$ cat config.mk
export PLATFORM = sky130hd
export DESIGN_NAME = sprite_frame_regs
export DESIGN_NICKNAME = d
export VERILOG_FILES = /design/src/rtl/sprite_frame_regs.sv
export SDC_FILE = /design/constraint.sdc
export NUM_CORES = 1
export LEC_CHECK = 0
export ABC_AREA = 0
export BUFFER_PORTS_ARGS = -buffer_cell sky130_fd_sc_hd__buf_2
export CAP_MARGIN = 20
export CORE_MARGIN = 3
export CORE_UTILIZATION = 53
export CTS_BUF_LIST = sky130_fd_sc_hd__clkbuf_2 sky130_fd_sc_hd__clkbuf_4 sky130_fd_sc_hd__clkbuf_8
export DETAILED_ROUTE_END_ITERATION = 16
export PLACE_DENSITY = 0.77
export SLEW_MARGIN = 20
export SYNTH_ARGS = -nofsm -noshare
export SYNTH_HDL_FRONTEND = slang
export SYNTH_SLANG_ARGS = --single-unit
$ cat constraint.sdc
create_clock -name clk -period 4 [get_ports clk]
set_clock_uncertainty 0.2 [all_clocks]
set_input_delay 0.2 -clock clk [delete_from_list [all_inputs] [get_ports clk]]
set_output_delay 0.2 -clock clk [all_outputs]
set_load 0.02 [all_outputs]
$ cat src/rtl/sprite_frame_regs.sv
// Double-buffered sprite register file for the VGA renderer: software writes staging copies, a commit
// request publishes them to the live outputs at the next vblank start. Optional macro: SPRITE_FRAME_REGS_IRQ_EN.
module sprite_frame_regs #(
  parameter int NUM_GHOSTS = 4,
  parameter int VACTIVE    = 480,
  parameter int ANIM_DIV   = 8
) (
  input  logic                    clk,
  input  logic                    reset,
  input  logic                    chipselect,
  input  logic                    write,
  input  logic                    read,
  input  logic [4:0]              address,
  input  logic [15:0]             writedata,
  output logic [15:0]             readdata,
  input  logic [10:0]             hcount,
  input  logic [9:0]              vcount,
  output logic [9:0]              pacman_x,
  output logic [9:0]              pacman_y,
  output logic [1:0]              pacman_dir,
  output logic [10*NUM_GHOSTS-1:0] ghost_x,
  output logic [10*NUM_GHOSTS-1:0] ghost_y,
  output logic [1:0]              anim_phase,
  output logic [15:0]             frame_count,
  output logic                    irq
);

  localparam logic [9:0] PAC_X_RST   = 10'd340;
  localparam logic [9:0] PAC_Y_RST   = 10'd240;
  localparam logic [1:0] PAC_DIR_RST = 2'd1;
  localparam logic [9:0] GHOST_X_RST = 10'd300;
  localparam logic [9:0] GHOST_Y_RST = 10'd240;
  localparam logic [4:0] ADDR_CTRL   = 5'd16;
  localparam logic [4:0] ADDR_FRAME  = 5'd17;
  localparam logic [4:0] ADDR_ANIM   = 5'd18;

  // Valid/ready: an access happens in any cycle with chipselect and write (or read) high; the slave is
  // always ready, and readdata for a read appears after the following clock edge and holds until the next read.

  typedef enum logic {IDLE, PENDING} state_t;
  state_t state, state_next;

  logic [9:0] stg_px, stg_py, live_px, live_py;
  logic [1:0] stg_dir, live_dir;
  logic [9:0] stg_gx [NUM_GHOSTS];
  logic [9:0] stg_gy [NUM_GHOSTS];
  logic [9:0] live_gx [NUM_GHOSTS];
  logic [9:0] live_gy [NUM_GHOSTS];
  logic [7:0] div_cnt;
  logic       irq_q;
  logic [15:0] rd_mux;

  logic wr_en, ctrl_wr, vb_pulse, commit;
  assign wr_en    = chipselect & write;
  assign ctrl_wr  = wr_en && (address == ADDR_CTRL) && writedata[0];
  assign vb_pulse = (vcount == 10'(VACTIVE)) && (hcount == 11'd0);
  assign commit   = (state == PENDING) && vb_pulse;

  always_ff @(posedge clk) begin
    if (reset) state <= IDLE;
    else       state <= state_next;
  end

  // A request arriving on the vblank cycle while idle only arms the next frame.
  always_comb begin
    state_next = state;
    case (state)
      IDLE:    if (ctrl_wr)  state_next = PENDING;
      PENDING: if (vb_pulse) state_next = IDLE;
      default: state_next = IDLE;
    endcase
  end

  always_ff @(posedge clk) begin
    if (reset) begin
      stg_px  <= PAC_X_RST;
      stg_py  <= PAC_Y_RST;
      stg_dir <= PAC_DIR_RST;
      for (int i = 0; i < NUM_GHOSTS; i++) begin
        stg_gx[i] <= GHOST_X_RST;
        stg_gy[i] <= GHOST_Y_RST;
      end
    end else if (wr_en) begin
      case (address)
        5'd0:    stg_px  <= writedata[9:0];
        5'd1:    stg_py  <= writedata[9:0];
        5'd2:    stg_dir <= writedata[1:0];
        default: ;
      endcase
      for (int i = 0; i < NUM_GHOSTS; i++) begin
        if (address == 5'(4 + 2*i)) stg_gx[i] <= writedata[9:0];
        if (address == 5'(5 + 2*i)) stg_gy[i] <= writedata[9:0];
      end
    end
  end

  // Live copy samples pre-edge staging, so a staging write on the commit cycle waits for the next commit.
  always_ff @(posedge clk) begin
    if (reset) begin
      live_px  <= PAC_X_RST;
      live_py  <= PAC_Y_RST;
      live_dir <= PAC_DIR_RST;
      for (int i = 0; i < NUM_GHOSTS; i++) begin
        live_gx[i] <= GHOST_X_RST;
        live_gy[i] <= GHOST_Y_RST;
      end
    end else if (commit) begin
      live_px  <= stg_px;
      live_py  <= stg_py;
      live_dir <= stg_dir;
      for (int i = 0; i < NUM_GHOSTS; i++) begin
        live_gx[i] <= stg_gx[i];
        live_gy[i] <= stg_gy[i];
      end
    end
  end

  always_ff @(posedge clk) begin
    if (reset) begin
      frame_count <= '0;
      div_cnt     <= '0;
      anim_phase  <= '0;
    end else if (vb_pulse) begin
      frame_count <= frame_count + 16'd1;
      if (div_cnt == 8'(ANIM_DIV - 1)) begin
        div_cnt    <= '0;
        anim_phase <= anim_phase + 2'd1;
      end else begin
        div_cnt <= div_cnt + 8'd1;
      end
    end
  end

`ifdef SPRITE_FRAME_REGS_IRQ_EN
  logic ack_wr;
  assign ack_wr = wr_en && (address == 5'd19);

  // Set has priority so a commit coinciding with an ack is never lost.
  always_ff @(posedge clk) begin
    if (reset)       irq_q <= 1'b0;
    else if (commit) irq_q <= 1'b1;
    else if (ack_wr) irq_q <= 1'b0;
  end
`else
  assign irq_q = 1'b0;
`endif

  always_comb begin
    rd_mux = '0;
    case (address)
      5'd0:       rd_mux = {6'b0, stg_px};
      5'd1:       rd_mux = {6'b0, stg_py};
      5'd2:       rd_mux = {14'b0, stg_dir};
      ADDR_CTRL:  rd_mux = {14'b0, irq_q, state == PENDING};
      ADDR_FRAME: rd_mux = frame_count;
      ADDR_ANIM:  rd_mux = {14'b0, anim_phase};
      default:    ;
    endcase
    for (int i = 0; i < NUM_GHOSTS; i++) begin
      if (address == 5'(4 + 2*i)) rd_mux = {6'b0, stg_gx[i]};
      if (address == 5'(5 + 2*i)) rd_mux = {6'b0, stg_gy[i]};
    end
  end

  always_ff @(posedge clk) begin
    if (reset)                  readdata <= '0;
    else if (chipselect & read) readdata <= rd_mux;
  end

  assign pacman_x   = live_px;
  assign pacman_y   = live_py;
  assign pacman_dir = live_dir;
  assign irq        = irq_q;

  for (genvar g = 0; g < NUM_GHOSTS; g++) begin : g_pack
    assign ghost_x[10*g +: 10] = live_gx[g];
    assign ghost_y[10*g +: 10] = live_gy[g];
  end

  logic unused_bits;
  assign unused_bits = &{1'b0, writedata[15:10]};

endmodule

==> impl_metrics.tcl <==
set metrics [dict create \
    io_buffers 176 \
    hpwl_mm 20.0 \
    nFillCells 1589 \
    hold_buffers 15 \
    root_buffer "clkbuf_8" \
    detail-route-antenna-nets 0 \
    fin_setup_tns_ns 0 \
    grt_max_degree 75 \
    synth_compound_area_share_pct 9.71 \
    final_cell_mix "175 x buf_2, 160 x edfxtp_1, 87 x dfxtp_1" \
    synth_fa_ha_area_share_pct 0.230 \
    synth-simple-area-share_pct 23.6 \
    cts_tree "done" \
    ctsResizeCount 0 \
    cp-start-kind "primary input" \
    die-area_um2 22300 \
    synthToLayoutAreaGrowth_pct 18.9 \
    fin_cells 1448 \
    required_ns 4.27 \
    fin_crit_sh_pct 82.7 \
    async_flop_share_pct 0 \
    routed_via_density 5.87 \
    rows 51 \
    cts_buffers 41 \
    synth_top_family_by_area "simple AND/OR/NAND/NOR gates" \
    post_cts_buffers 0 \
    setup_viol 0 \
    leakage_nw 4.68 \
    final_common_cell "buf_2" \
    synth.distinct_cells 65 \
    cap_viol_max_count 0 \
    synth_edf_count 160 \
    avgSynthCellArea_um2 11.2 \
    netlist_top_cells_area "edfxtp_1 44%, dfxtp_1 16%, and2_1 4.5%" \
    fp.dieW_um 149 \
    synth_top_area_share_pct 44.2 \
    yosysTopAreaCell "edfxtp_1" \
    outcome "finished clean" \
    synth_seq_cells 247 \
    first_global_vias 7927 \
    pin_count 184 \
    route.vias.total 8494 \
    synth-seq-area-share_pct 60.2 \
    slew_violations 0 \
    clk_latency_ns 0.54 \
    regArea_um2 6550 \
    antenna_cells 0 \
    hold_viol_final 0 \
    h-tree-depth 2 \
    arrival_ns 3.58 \
    critPathKind "primary input to register" \
    grt_pass1_wl_mm 44.7 \
    track_usage_pct 25.8 \
    vdd_drop_max_v 0.000251 \
    die_h_um 149 \
    final_layout_size_suffix_gt1_share_pct 23.6 \
    crit_fanout 10 \
    power_density_nw_per_um2 429 \
    gp_congestion 0.931 \
    critPathCaptureType "register" \
    syn_inst 974 \
    relSlewSlack_pct 34.6 \
    synth_area_um2 10900 \
    grt_antenna_before_repair 1 \
    cts_max_path_buffers 3 \
    route.detailed.drc 0 \
    drt-pass1-iter-count 6 \
    cts_sinks 247 \
    synthFlopType "edfxtp_1" \
    overflow 0 \
    multi_input_area_um2 4000 \
    synth_xor_xnor_area_share_pct 1.29 \
    clk_pin_slew_ns 0.06 \
    synth_fp_nets 1023 \
    wirelength_mm 29.2 \
    wl_per_cell_um 20.2 \
    clock.fmax_ghz 0.302 \
    final.min_clock_period_ns 3.31 \
    synthMuxAreaShare_pct 1.86 \
    dp_cells 1358 \
    initial_core_util_pct 55.0 \
    rsz0062_at_grt "no" \
    nets 1200 \
    yosys_warnings 0 \
    tightest_slew_ns 0.977 \
    first_iter_violations 892 \
    core_um2 19800 \
    min_path_type "primary input to register" \
]
## synthesized netlist by cell type, types with 3 or more instances
library cell  number
or4_4              3
a221oi_1          10
and3_1            22
o2bb2ai_1          7
buf_1              3
o21bai_1           9
o221ai_1           3
and2_1            79
nand4_1            8
nand3_1           27
buf_2              9
nand2_1           78
or3_1             72
a211o_1           11
o22ai_1           19
nor2b_1           24
nor2_1            67
nand3b_1          11
nor3b_1            3
inv_1              7
edfxtp_1         160
clkbuf_1          45
dfxtp_1           87
nor4_1            11
a31oi_1            4
nand2b_1          15
nor3_1            20
or4_1              3
o221a_2            7
o21ai_0           25
buf_6              6
a21oi_1           38
xnor2_1           15
a221o_1            6
mux2i_1           18
or2_2              4
## routing by layer
layer | global-route usage, % | routed length (µm)
met2 | 42.2 | 14000
met4 | 7.78 | 747
met5 | 0 | 13
met1 | 35.3 | 11900
met3 | 5.07 | 2600
## stage by stage
step	hold slack (ns)	cell area, µm²	util (%)	setup WS, ns	power, mW
2_1_floorplan	0.118	10900	-	0.122	3.04
3_3_place_gp	0.237	11900	60.0	1.01	3.17
3_5_place_dp	0.242	11900	60.0	0.983	3.18
4_1_cts	0.0184	12900	65.3	0.692	5.56
5_1_grt	0.0410	12900	65.3	0.599	5.72
6_report	0.0301	12900	65.3	0.693	5.54
## final timing paths
kind / end / slack, ns / cells after the start / from
min reg2reg: readdata[11] / 0.25 / 2 / readdata[11]
max reg2reg: frame_count[14] / 1.78 / 5 / frame_count[3]
min: frame_count[2] / 0.03 / 6 / hcount[10]
max: div_cnt[6] / 0.69 / 9 / hcount[7]
## worst max-delay path: stages
cell and delay (ns):
dlygate4sd3_1 0.54, buf_2 0.13, or4_4 0.41, dlygate4sd3_1 0.61
nor3_4 0.30, dlygate4sd3_1 0.68, nand3_4 0.14, or4_1 0.48
o21ai_0 0.08
## logic make-up (layout without fill, tap and decap cells)
logic type,Yosys count,count (layout)
AND/OR/NAND/NOR,462,462
AO/OA/AOI/OAI,153,153
flip-flops,247,247
adder cells (fa/ha/maj),2,2
multiplexers,20,20
buffers and inverters,73,282
XOR/XNOR,16,16
other,1,1
## sequential cells by signal, summed over array words and instances (netlist names)
register / count
stg_gx: 40
div_cnt: 8
anim_phase: 2
live_gx: 40
live_gy: 40
pacman_y: 10
stg_gy: 40
pacman_x: 10
state: 1
frame_count: 16
stg_py: 10
stg_dir: 2
readdata: 16
pacman_dir: 2
stg_px: 10
## power breakdown
group | switching (mW) | internal (mW)
Clock | 0.988 | 1.41
Combinational | 0.217 | 0.0928
Sequential | 0.0497 | 2.78
Total | 1.25 | 4.28
## cell type report
class,count,share of cell area (%)
inverter,7,0.203
clock inverter,11,0.803
sequential,247,50.6
clock buffer,64,6.23
multi-input combinational,654,30.9
timing repair buffer,200,8.61
tap,265,2.57
Note: power is estimated with default switching activity, not from simulation.
